$ cat config.mk
export PLATFORM = sky130hd
export DESIGN_NAME = softmax_wr_pack
export DESIGN_NICKNAME = d
export VERILOG_FILES = /design/src/rtl/softmax_pkg.sv /design/src/rtl/softmax_word_packer.sv /design/src/rtl/softmax_wr_pack.sv
export SDC_FILE = /design/constraint.sdc
export NUM_CORES = 1
export LEC_CHECK = 0
export ABC_AREA = 1
export CAP_MARGIN = 20
export CORE_MARGIN = 5
export CORE_UTILIZATION = 57
export CTS_CLUSTER_DIAMETER = 100
export DETAILED_ROUTE_END_ITERATION = 8
export GPL_ROUTABILITY_DRIVEN = 1
export PLACE_DENSITY = 0.91
export SLEW_MARGIN = 20
export SYNTH_ARGS = -nofsm -noshare
export SYNTH_HDL_FRONTEND = slang
export SYNTH_SLANG_ARGS = --single-unit
export TNS_END_PERCENT = 5
$ cat constraint.sdc
create_clock -name clk -period 6.04 [get_ports clk]
set_input_delay 1.208 -clock clk [delete_from_list [all_inputs] [get_ports clk]]
set_output_delay 1.208 -clock clk [all_outputs]
set_load 0.01 [all_outputs]
$ cat src/rtl/softmax_pkg.sv
// Shared definitions for the softmax write-back path: FSM states, beat geometry
// and the burst-length helper used when splitting a job into write-master commands.
package softmax_pkg;

  typedef enum logic [1:0] {
    IDLE   = 2'd0,
    CMD    = 2'd1,
    WAIT   = 2'd2,
    FINISH = 2'd3
  } wr_state_e;

  localparam int LANES          = 4;
  localparam int BYTES_PER_BEAT = 16;
  localparam int ADDR_W         = 32;

  function automatic logic [ADDR_W-1:0] burst_beats(input logic [ADDR_W-1:0] rem,
                                                    input int unsigned       max_beats);
    logic [ADDR_W-1:0] cap;
    cap = ADDR_W'(max_beats);
    return (rem > cap) ? cap : rem;
  endfunction

  function automatic logic [ADDR_W-1:0] burst_len(input logic [ADDR_W-1:0] rem,
                                                  input int unsigned       max_beats);
    return burst_beats(rem, max_beats) * ADDR_W'(BYTES_PER_BEAT);
  endfunction

endpackage

$ cat src/rtl/softmax_word_packer.sv
// Packs result words LSB lane first into bus beats and holds a completed beat
// until the write-master user buffer can take it.
module softmax_word_packer
  import softmax_pkg::*;
#(
  parameter int DW  = 32,
  parameter int XDW = LANES * DW
) (
  input  logic           clk,
  input  logic           rst,
  input  logic           clr,
  input  logic [DW-1:0]  word,
  input  logic           word_acc,
  input  logic           word_last,
  input  logic           buf_full,
  output logic           can_take,
  output logic           buf_write,
  output logic [XDW-1:0] buf_data,
  output logic           pending
);

  localparam int LANE_W = $clog2(LANES);

  logic [LANE_W-1:0] lane_p0;
  logic [XDW-1:0]    pack_p0;
  logic              vld_p1;
  logic              push;

  assign push      = vld_p1 & ~buf_full;
  // A word may land in the same cycle the previous beat leaves.
  assign can_take  = ~vld_p1 | push;
  assign buf_write = push;
  assign buf_data  = pack_p0;
  assign pending   = vld_p1;

  // ---- stage p0: lane fill / p1: completed beat awaiting push ----
  always_ff @(posedge clk or negedge rst) begin
    if (!rst) begin
      lane_p0 <= '0;
      pack_p0 <= '0;
      vld_p1  <= 1'b0;
    end else if (clr) begin
      lane_p0 <= '0;
      pack_p0 <= '0;
      vld_p1  <= 1'b0;
    end else begin
      if (push)
        vld_p1 <= 1'b0;
      if (word_acc) begin
        // Lane 0 restarts the beat, zeroing lanes a short final beat never fills.
        if (lane_p0 == '0)
          pack_p0 <= XDW'(word);
        else
          pack_p0[lane_p0*DW +: DW] <= word;
        if (lane_p0 == LANE_W'(LANES-1) || word_last) begin
          vld_p1  <= 1'b1;
          lane_p0 <= '0;
        end else begin
          lane_p0 <= lane_p0 + LANE_W'(1);
        end
      end
    end
  end

endmodule

$ cat src/rtl/softmax_wr_pack.sv
// Softmax write-back: packs result words into beats and sequences write-master bursts.
// Optional SOFTMAX_WR_PERF_EN adds perf_stall, counting cycles a complete beat waits on a full buffer.
module softmax_wr_pack
  import softmax_pkg::*;
#(
  parameter int DW        = 32,
  parameter int XAW       = ADDR_W,
  parameter int XDW       = LANES * DW,
  parameter int MAX_BEATS = 32
) (
  input  logic           clk,
  input  logic           rst,
  input  logic           param_ena,
  input  logic [XAW-1:0] param_waddr,
  input  logic [XAW-1:0] param_iolen,
  input  logic [DW-1:0]  res_data,
  input  logic           res_valid,
  output logic           res_ready,
  output logic           wmst_fixed_location,
  output logic [XAW-1:0] wmst_write_base,
  output logic [XAW-1:0] wmst_write_length,
  output logic           wmst_go,
  input  logic           wmst_done,
  output logic           wmst_user_write_buffer,
  output logic [XDW-1:0] wmst_user_buffer_data,
  input  logic           wmst_user_buffer_full,
  output logic           busy,
  output logic           job_done
`ifdef SOFTMAX_WR_PERF_EN
  ,
  output logic [XAW-1:0] perf_stall
`endif
);

  wr_state_e      state;
  logic           ena_p1;
  logic           done_p1;
  logic [XAW-1:0] cur_addr;
  logic [XAW-1:0] beats_rem;
  logic [XAW-1:0] words_rem;
  logic [XAW-1:0] job_beats;
  logic [XAW-1:0] cmd_beats;
  logic [XAW-1:0] cmd_len;
  logic           start;
  logic           done_rise;
  logic           word_acc;
  logic           pk_can_take;
  logic           pk_pending;

  assign start     = param_ena & ~ena_p1 & (state == IDLE);
  assign done_rise = wmst_done & ~done_p1;
  assign job_beats = (param_iolen >> 2) + XAW'(|param_iolen[1:0]);
  assign cmd_beats = XAW'(burst_beats(ADDR_W'(beats_rem), MAX_BEATS));
  assign cmd_len   = XAW'(burst_len(ADDR_W'(beats_rem), MAX_BEATS));

  assign busy                = (state != IDLE);
  assign res_ready           = busy & (words_rem != '0) & pk_can_take;
  assign word_acc            = res_valid & res_ready;
  assign wmst_fixed_location = 1'b0;

  // ---- command sequencing: one go per burst, advance on done rising edge ----
  always_ff @(posedge clk or negedge rst) begin
    if (!rst) begin
      state             <= IDLE;
      ena_p1            <= 1'b0;
      done_p1           <= 1'b0;
      cur_addr          <= '0;
      beats_rem         <= '0;
      words_rem         <= '0;
      wmst_go           <= 1'b0;
      wmst_write_base   <= '0;
      wmst_write_length <= '0;
      job_done          <= 1'b0;
    end else begin
      ena_p1   <= param_ena;
      done_p1  <= wmst_done;
      wmst_go  <= 1'b0;
      job_done <= 1'b0;

      if (start)
        words_rem <= param_iolen;
      else if (word_acc)
        words_rem <= words_rem - XAW'(1);

      case (state)
        IDLE: begin
          if (start) begin
            cur_addr  <= param_waddr;
            beats_rem <= job_beats;
            state     <= (param_iolen == '0) ? FINISH : CMD;
          end
        end
        CMD: begin
          wmst_go           <= 1'b1;
          wmst_write_base   <= cur_addr;
          wmst_write_length <= cmd_len;
          cur_addr          <= cur_addr + cmd_len;
          beats_rem         <= beats_rem - cmd_beats;
          state             <= WAIT;
        end
        WAIT: begin
          if (done_rise)
            state <= (beats_rem != '0) ? CMD : FINISH;
        end
        FINISH: begin
          if (words_rem == '0 && !pk_pending) begin
            job_done <= 1'b1;
            state    <= IDLE;
          end
        end
        default: state <= IDLE;
      endcase
    end
  end

  softmax_word_packer #(
    .DW  (DW),
    .XDW (XDW)
  ) u_packer (
    .clk       (clk),
    .rst       (rst),
    .clr       (start),
    .word      (res_data),
    .word_acc  (word_acc),
    .word_last (words_rem == XAW'(1)),
    .buf_full  (wmst_user_buffer_full),
    .can_take  (pk_can_take),
    .buf_write (wmst_user_write_buffer),
    .buf_data  (wmst_user_buffer_data),
    .pending   (pk_pending)
  );

`ifdef SOFTMAX_WR_PERF_EN
  always_ff @(posedge clk or negedge rst) begin
    if (!rst)
      perf_stall <= '0;
    else if (start)
      perf_stall <= '0;
    else if (pk_pending && wmst_user_buffer_full)
      perf_stall <= perf_stall + XAW'(1);
  end
`endif

endmodule

# Word level (Yosys, flattened, before mapping)
# Cells that the tools add are included.
# totals
reg_bits	293
latch_bits	0
ramBits	0
mem_bits_ro	0
elab_cells	84
memories	0
# op_classes
add_sub_neg	6
mul	0
div_mod_pow	0
order_cmp	1
eq_ne	8
shifts	2
n_mux	27
bitwise	12
reduce_logical	15
# op_table
op	count
128-bit 2-to-1 mux	3
32-bit 2-to-1 mux	5
128-bit bitwise mux	1
32-bit case mux with 2 select lines	2
32-bit by 34-bit variable shift with 128-bit output, first input constant	1
32-bit by 34-bit indexed part select with 128-bit output	1
32-bit logical NOT	2
32-bit nonzero test	2
7-bit negator with 34-bit output	1
32-bit adder	1
32-bit by 1-bit equality test with 1-bit output, second input constant	1
32-bit by 6-bit greater-than comparator with 1-bit output, second input constant	1
32-bit by 1-bit subtractor with 32-bit output, second input constant	1
32-bit subtractor	1
30-bit by 1-bit adder with 31-bit output	1
2-bit 2-to-1 mux	8
2-bit case mux with 4 select lines	1
1-bit AND	7
1-bit 2-to-1 mux	7
2-bit equality test, second input constant	3
2-bit != test, second input constant	3
2-bit nonzero test	3
2-bit logical NOT	2
1-bit NOT	4
other kinds (9)	9

# Logic depth before layout (Yosys ltp)
# depth
ltp_word	7
depth_mapped	25
depth_no_buf	24

# Hierarchy
# A second synthesis with hierarchy kept.
# unflattened
cells_unflattened	2198
hier_area_um2	16634.7
# modules_own_cells
module	instances	cells_per_inst	area_per_inst_um2	seq_area_each_um2
softmax_wr_pack	1	1493	10786.6	4053.9
softmax_word_packer	1	705	5848.1	3278.1

# Least setup slack after synthesis
# OpenSTA, ideal clock, no wires.
# synth_path
kind	reg2reg
start	register beats_rem[21]
end	register cur_addr[26]
t_arrival_ns	3.043
required_ns	5.909
path_slack_ns	2.866
path_stages_with_launch	26
path_buffers	1
cell_sequence	dfrtp_1 nor2_1 nand2_1 nor2_1 inv_1 nor2_1 nand2_1 buf_2 nor2_1 ha_1 inv_1 fa_1 inv_1 nand2_1 a21oi_1 nand2_1 nand2_1 nand2_1 nand2_1 nand3_1 nand2_1 nand2_1 nand3_1 nand3_1 nand2_1 o21ai_0
# synth_via
elab_chain_len	4
# synth_rtl
item	line	text
start, declared	softmax_wr_pack.sv:39	logic [XAW-1:0] beats_rem;
start signal, assigned	softmax_wr_pack.sv:89	beats_rem <= job_beats;
start signal, assigned	softmax_wr_pack.sv:98	beats_rem <= beats_rem - cmd_beats;
32-bit by 6-bit greater-than comparator with 1-bit output	--	
32-bit 2-to-1 mux	softmax_pkg.sv:20	return (rem > cap) ? cap : rem;
via cmd_beats[0]	softmax_wr_pack.sv:42	logic [XAW-1:0] cmd_beats;
32-bit adder	softmax_wr_pack.sv:97	cur_addr <= cur_addr + cmd_len;
32-bit case mux with 2 select lines	softmax_wr_pack.sv:85	case (state)
end signal, assigned	softmax_wr_pack.sv:88	cur_addr <= param_waddr;
end signal, assigned	softmax_wr_pack.sv:97	
end, declared	softmax_wr_pack.sv:38	logic [XAW-1:0] cur_addr;
# The timed path passes the listed nets, and every way through them passes these cells.
# A chain may end at the register's enable or synchronous reset.

# Final worst setup path
# layout_path
start	register beats_rem[23]
end	register cur_addr[26]
# The elaborated chain is that of the path after synthesis.

==> flow_summary_export.csv <==
group,metric,value,unit
run_status,outcome,"completed",
routing,via_per_inst,5.844,
place,post-place-ws,1503,ps
setup_path,critPathRequiredTime,6470,ps
yosys,ys_ff_latch,293,
cts,ctsResizeCount,0,
die,rows,61,
yosys,yosysSeqAreaShare,46.47,%
setup_path,cp_slowest_cell,"dfrtp_1",
cts,clock-sinks,293,
place,hpwlAfterDp,34470,µm
cts,postCtsSetupBuffers,0,
cts,clock_path_buffers,3,
power_and_ir_drop,leakage,8.872,nW
cts,root_buffer,"clkbuf_16",
die,io_pins,300,
sta,skew,17.15,ps
sta,layout_setup_ws,1989,ps
final_layout,n_fill_cell,2005,
setup_path,r2r_cells,24,
sta,clock.fmax,0.2469,GHz
routing,vias,15084,
cts,tritoncts,"built",
global_route,grtUsageTotal,30.53,%
routing,top_layer,"met4",
final_layout,fin_util,73.06,%
cts,cts_buffers,31,
sta,finalMaxSlewViolations,0,
sta,period_share,67.07,%
die,die_y,176.4,µm
routing,wirelength_met1,19380,µm
setup_path,start_kind,"flop",
setup_path,crit_arrival,4490,ps
place,port_buffers,294,
final_layout,multiInputGateArea,7264,µm²
sta,tns,0,ps
global_route,grt_pass1_wl,77480,µm
cts,clkLatencyLatePin,570,ps
yosys,synth_cells,1905,
power_and_ir_drop,power_density,582.1,nW/µm²
place,globalplace.congestion,0.9696,
routing,routed_wl,48730,µm
yosys,synth_edf_count,0,
setup_path,cp_common_cell,"nand2_1",
routing,wl_met2,22750,µm
setup_path,crit_type,"reg2reg",
sta,worstMarginPinSlew,935.1,ps
die,die-area,31110,µm²
yosys,synth_top_area_share,46.47,%
routing,drt_iter0_markers,1439,
sta,finalSetupViolations,0,
global_route,grt_pass1_vias,14691,
routing,drt-wirelength-per-cell,18.88,µm
final_layout,layout.nets,2318,
yosys,ys_types,54,
yosys,yosys.area.top_type,"dfrtp_1",
final_layout,final_cell_mix,"nand2_1 (327), dfrtp_1 (293), clkdlybuf4s50_1 (293)",
global_route,grt_overflow_total,0,
cts,clk_pin_slew_worst_paths,60,ps
final_layout,final_common_cell,"nand2_1",
routing,antenna_left,0,
yosys,ys.flop_type,"dfrtp_1",
yosys,synth_area,15780,µm²
final_layout,drive_gt1_share,4.539,%
die,die_w,176.4,µm
routing,dr_wl_met3,3710,µm
min_path,hold_path_class,"reg2reg",
sta,maxSlewHeadroom,37.66,%
cts,cts.htree.levels,1,
yosys,synth.avg_cell_area,8.282,µm²
cts,ctsHoldBuffers,0,
setup_path,cpPeakStageDelay,420,ps
sta,min_period,4051,ps
min_path,min_path_cells,2,
yosys,yosysWarningCount,0,
setup_path,end_kind,"flop",
yosys,async_reset_ff_share,100.0,%
final_layout,register_area,7332,µm²
die,coreArea,27550,µm²
power_and_ir_drop,vdd_drop_max,0.4543,mV
setup_path,crit_chain,"nor2_1, nand2_1, nor2_1, nand2_1, nor2_1, nand2_1, nor2_1, ha_1, inv_1, fa_1, inv_1, nand2_1, a21oi_1, nand2_1, nand2_1, nand2_1, nand2_1, nand3_1, nand2_1, nand2_1, nand3_1, nand3_1, nand2_1, o21ai_0",
die,start_util,57.26,%
routing,dr.pass1.iters,6,
setup_path,cp_max_fo,12,
final_layout,n_antenna_cell,0,
yosys,synth_area_leaders,"dfrtp_1 (46%), nand2_1 (7.8%), inv_1 (5.2%), nor2_1 (5.0%), o21a_1 (4.7%)",
routing,drcViolationCount,0,
global_route,grt_max_degree,133,
final_layout,area_growth_syn_to_layout,27.58,%
global_route,grt_antenna_before_repair,0,
job,maxCapViolCount,0,
sta,finalHoldViolCount,0,
sta,rsz0062_at_grt,"false",
[flip-flops by register name, indices dropped and copies added, names as in the netlist]
| register | count |
|---|---|
| job_done | 1 |
| beats_rem | 32 |
| words_rem | 32 |
| u_packer.buf_data | 128 |
| u_packer.pending | 1 |
| done_p1 | 1 |
| u_packer.lane_p0 | 2 |
| wmst_write_base | 32 |
| wmst_go | 1 |
| state | 2 |
| cur_addr | 32 |
| ena_p1 | 1 |
| wmst_write_length | 28 |
[per-layer routing]
metal / track usage, % / vias up
met5: 0 / -
met2: 50.01 / 717
li1: - / 7005
met4: 14.89 / 0
met1: 39.92 / 7205
met3: 4.818 / 157
[where the power goes]
part	switching, mW	internal, mW	total (mW)
sequential	0.650	2.87	3.52
combinational	3.56	2.60	6.16
clock	0.826	1.21	2.04
total	5.03	6.68	11.7
[worst paths after layout]
path,slack [ps],startpoint,endpoint
max in group asynchronous,4050,rst,state[0]
hold / removal,470,wmst_write_base[23],wmst_write_base[23]
setup / recovery,1990,beats_rem[23],cur_addr[26]
setup reg to reg,1990,beats_rem[23],cur_addr[26]
min in group asynchronous,710,rst,wmst_write_base[2]
hold reg to reg,470,wmst_write_base[23],wmst_write_base[23]
[synthesized netlist by cell type, types with 3 or more instances]
| master | n |
|---|---|
| xor2_1 | 29 |
| inv_2 | 4 |
| o221ai_1 | 13 |
| buf_1 | 8 |
| o31ai_1 | 63 |
| ha_1 | 36 |
| nand4_1 | 28 |
| o311ai_0 | 5 |
| nand3b_1 | 4 |
| nor4_1 | 15 |
| nand2_4 | 4 |
| o21ai_0 | 133 |
| a211oi_1 | 3 |
| o21a_1 | 98 |
| a31oi_1 | 7 |
| o211ai_1 | 19 |
| and3_1 | 3 |
| inv_1 | 220 |
| buf_6 | 5 |
| o22ai_1 | 17 |
| a21oi_1 | 70 |
| nor3_1 | 25 |
| dfrtp_1 | 293 |
| nor2_1 | 209 |
| clkbuf_1 | 52 |
| a32o_1 | 29 |
| nand3_1 | 98 |
| or2_2 | 4 |
| xnor2_1 | 13 |
| o21bai_1 | 5 |
| buf_2 | 20 |
| a21o_1 | 8 |
| nand2_1 | 327 |
| buf_4 | 7 |
[through the flow]
step	hold slack, ps	area (µm²)	cells	power [mW]
2_1_floorplan	475.6	15870	1930	7.318
3_3_place_gp	458.7	18980	2522	9.166
3_5_place_dp	463.2	18980	2522	9.456
4_1_cts	477.9	20080	2579	11.59
5_1_grt	497.9	20130	2581	12.53
6_report	474.0	20130	2581	11.72
[final cells by class]
| class | instances | share of cell area (%) |
|---|---|---|
| clock inverters | 20 | 1.293 |
| well taps | 378 | 2.350 |
| clock buffers | 37 | 4.165 |
| repair buffers | 310 | 15.46 |
| inverters | 226 | 4.214 |
| multi-input cells | 1317 | 36.09 |
| flip-flops and latches | 293 | 36.42 |
[cell families (layout without fill, tap and decap cells)]
kind of cell	Yosys count	after routing	synth area share, %
compound gates	485	485	20.42
buf+inv	320	593	8.192
other cells	2	27	0.04760
flops	293	293	46.47
fa+ha+maj	37	37	2.982
xor+xnor	42	42	2.331
simple gates	726	726	19.56
[worst max-delay path, delay by kind of cell (launching register included)]
kind                       cells  cell delay (ps)
and+or+nand+nor               18             2280
adders and majority gates      2              590
AOI/OAI and AO/OA              2              490
DFF                            1              420
buffers and inverters          2              150
Power figures use the tool's default switching activity.
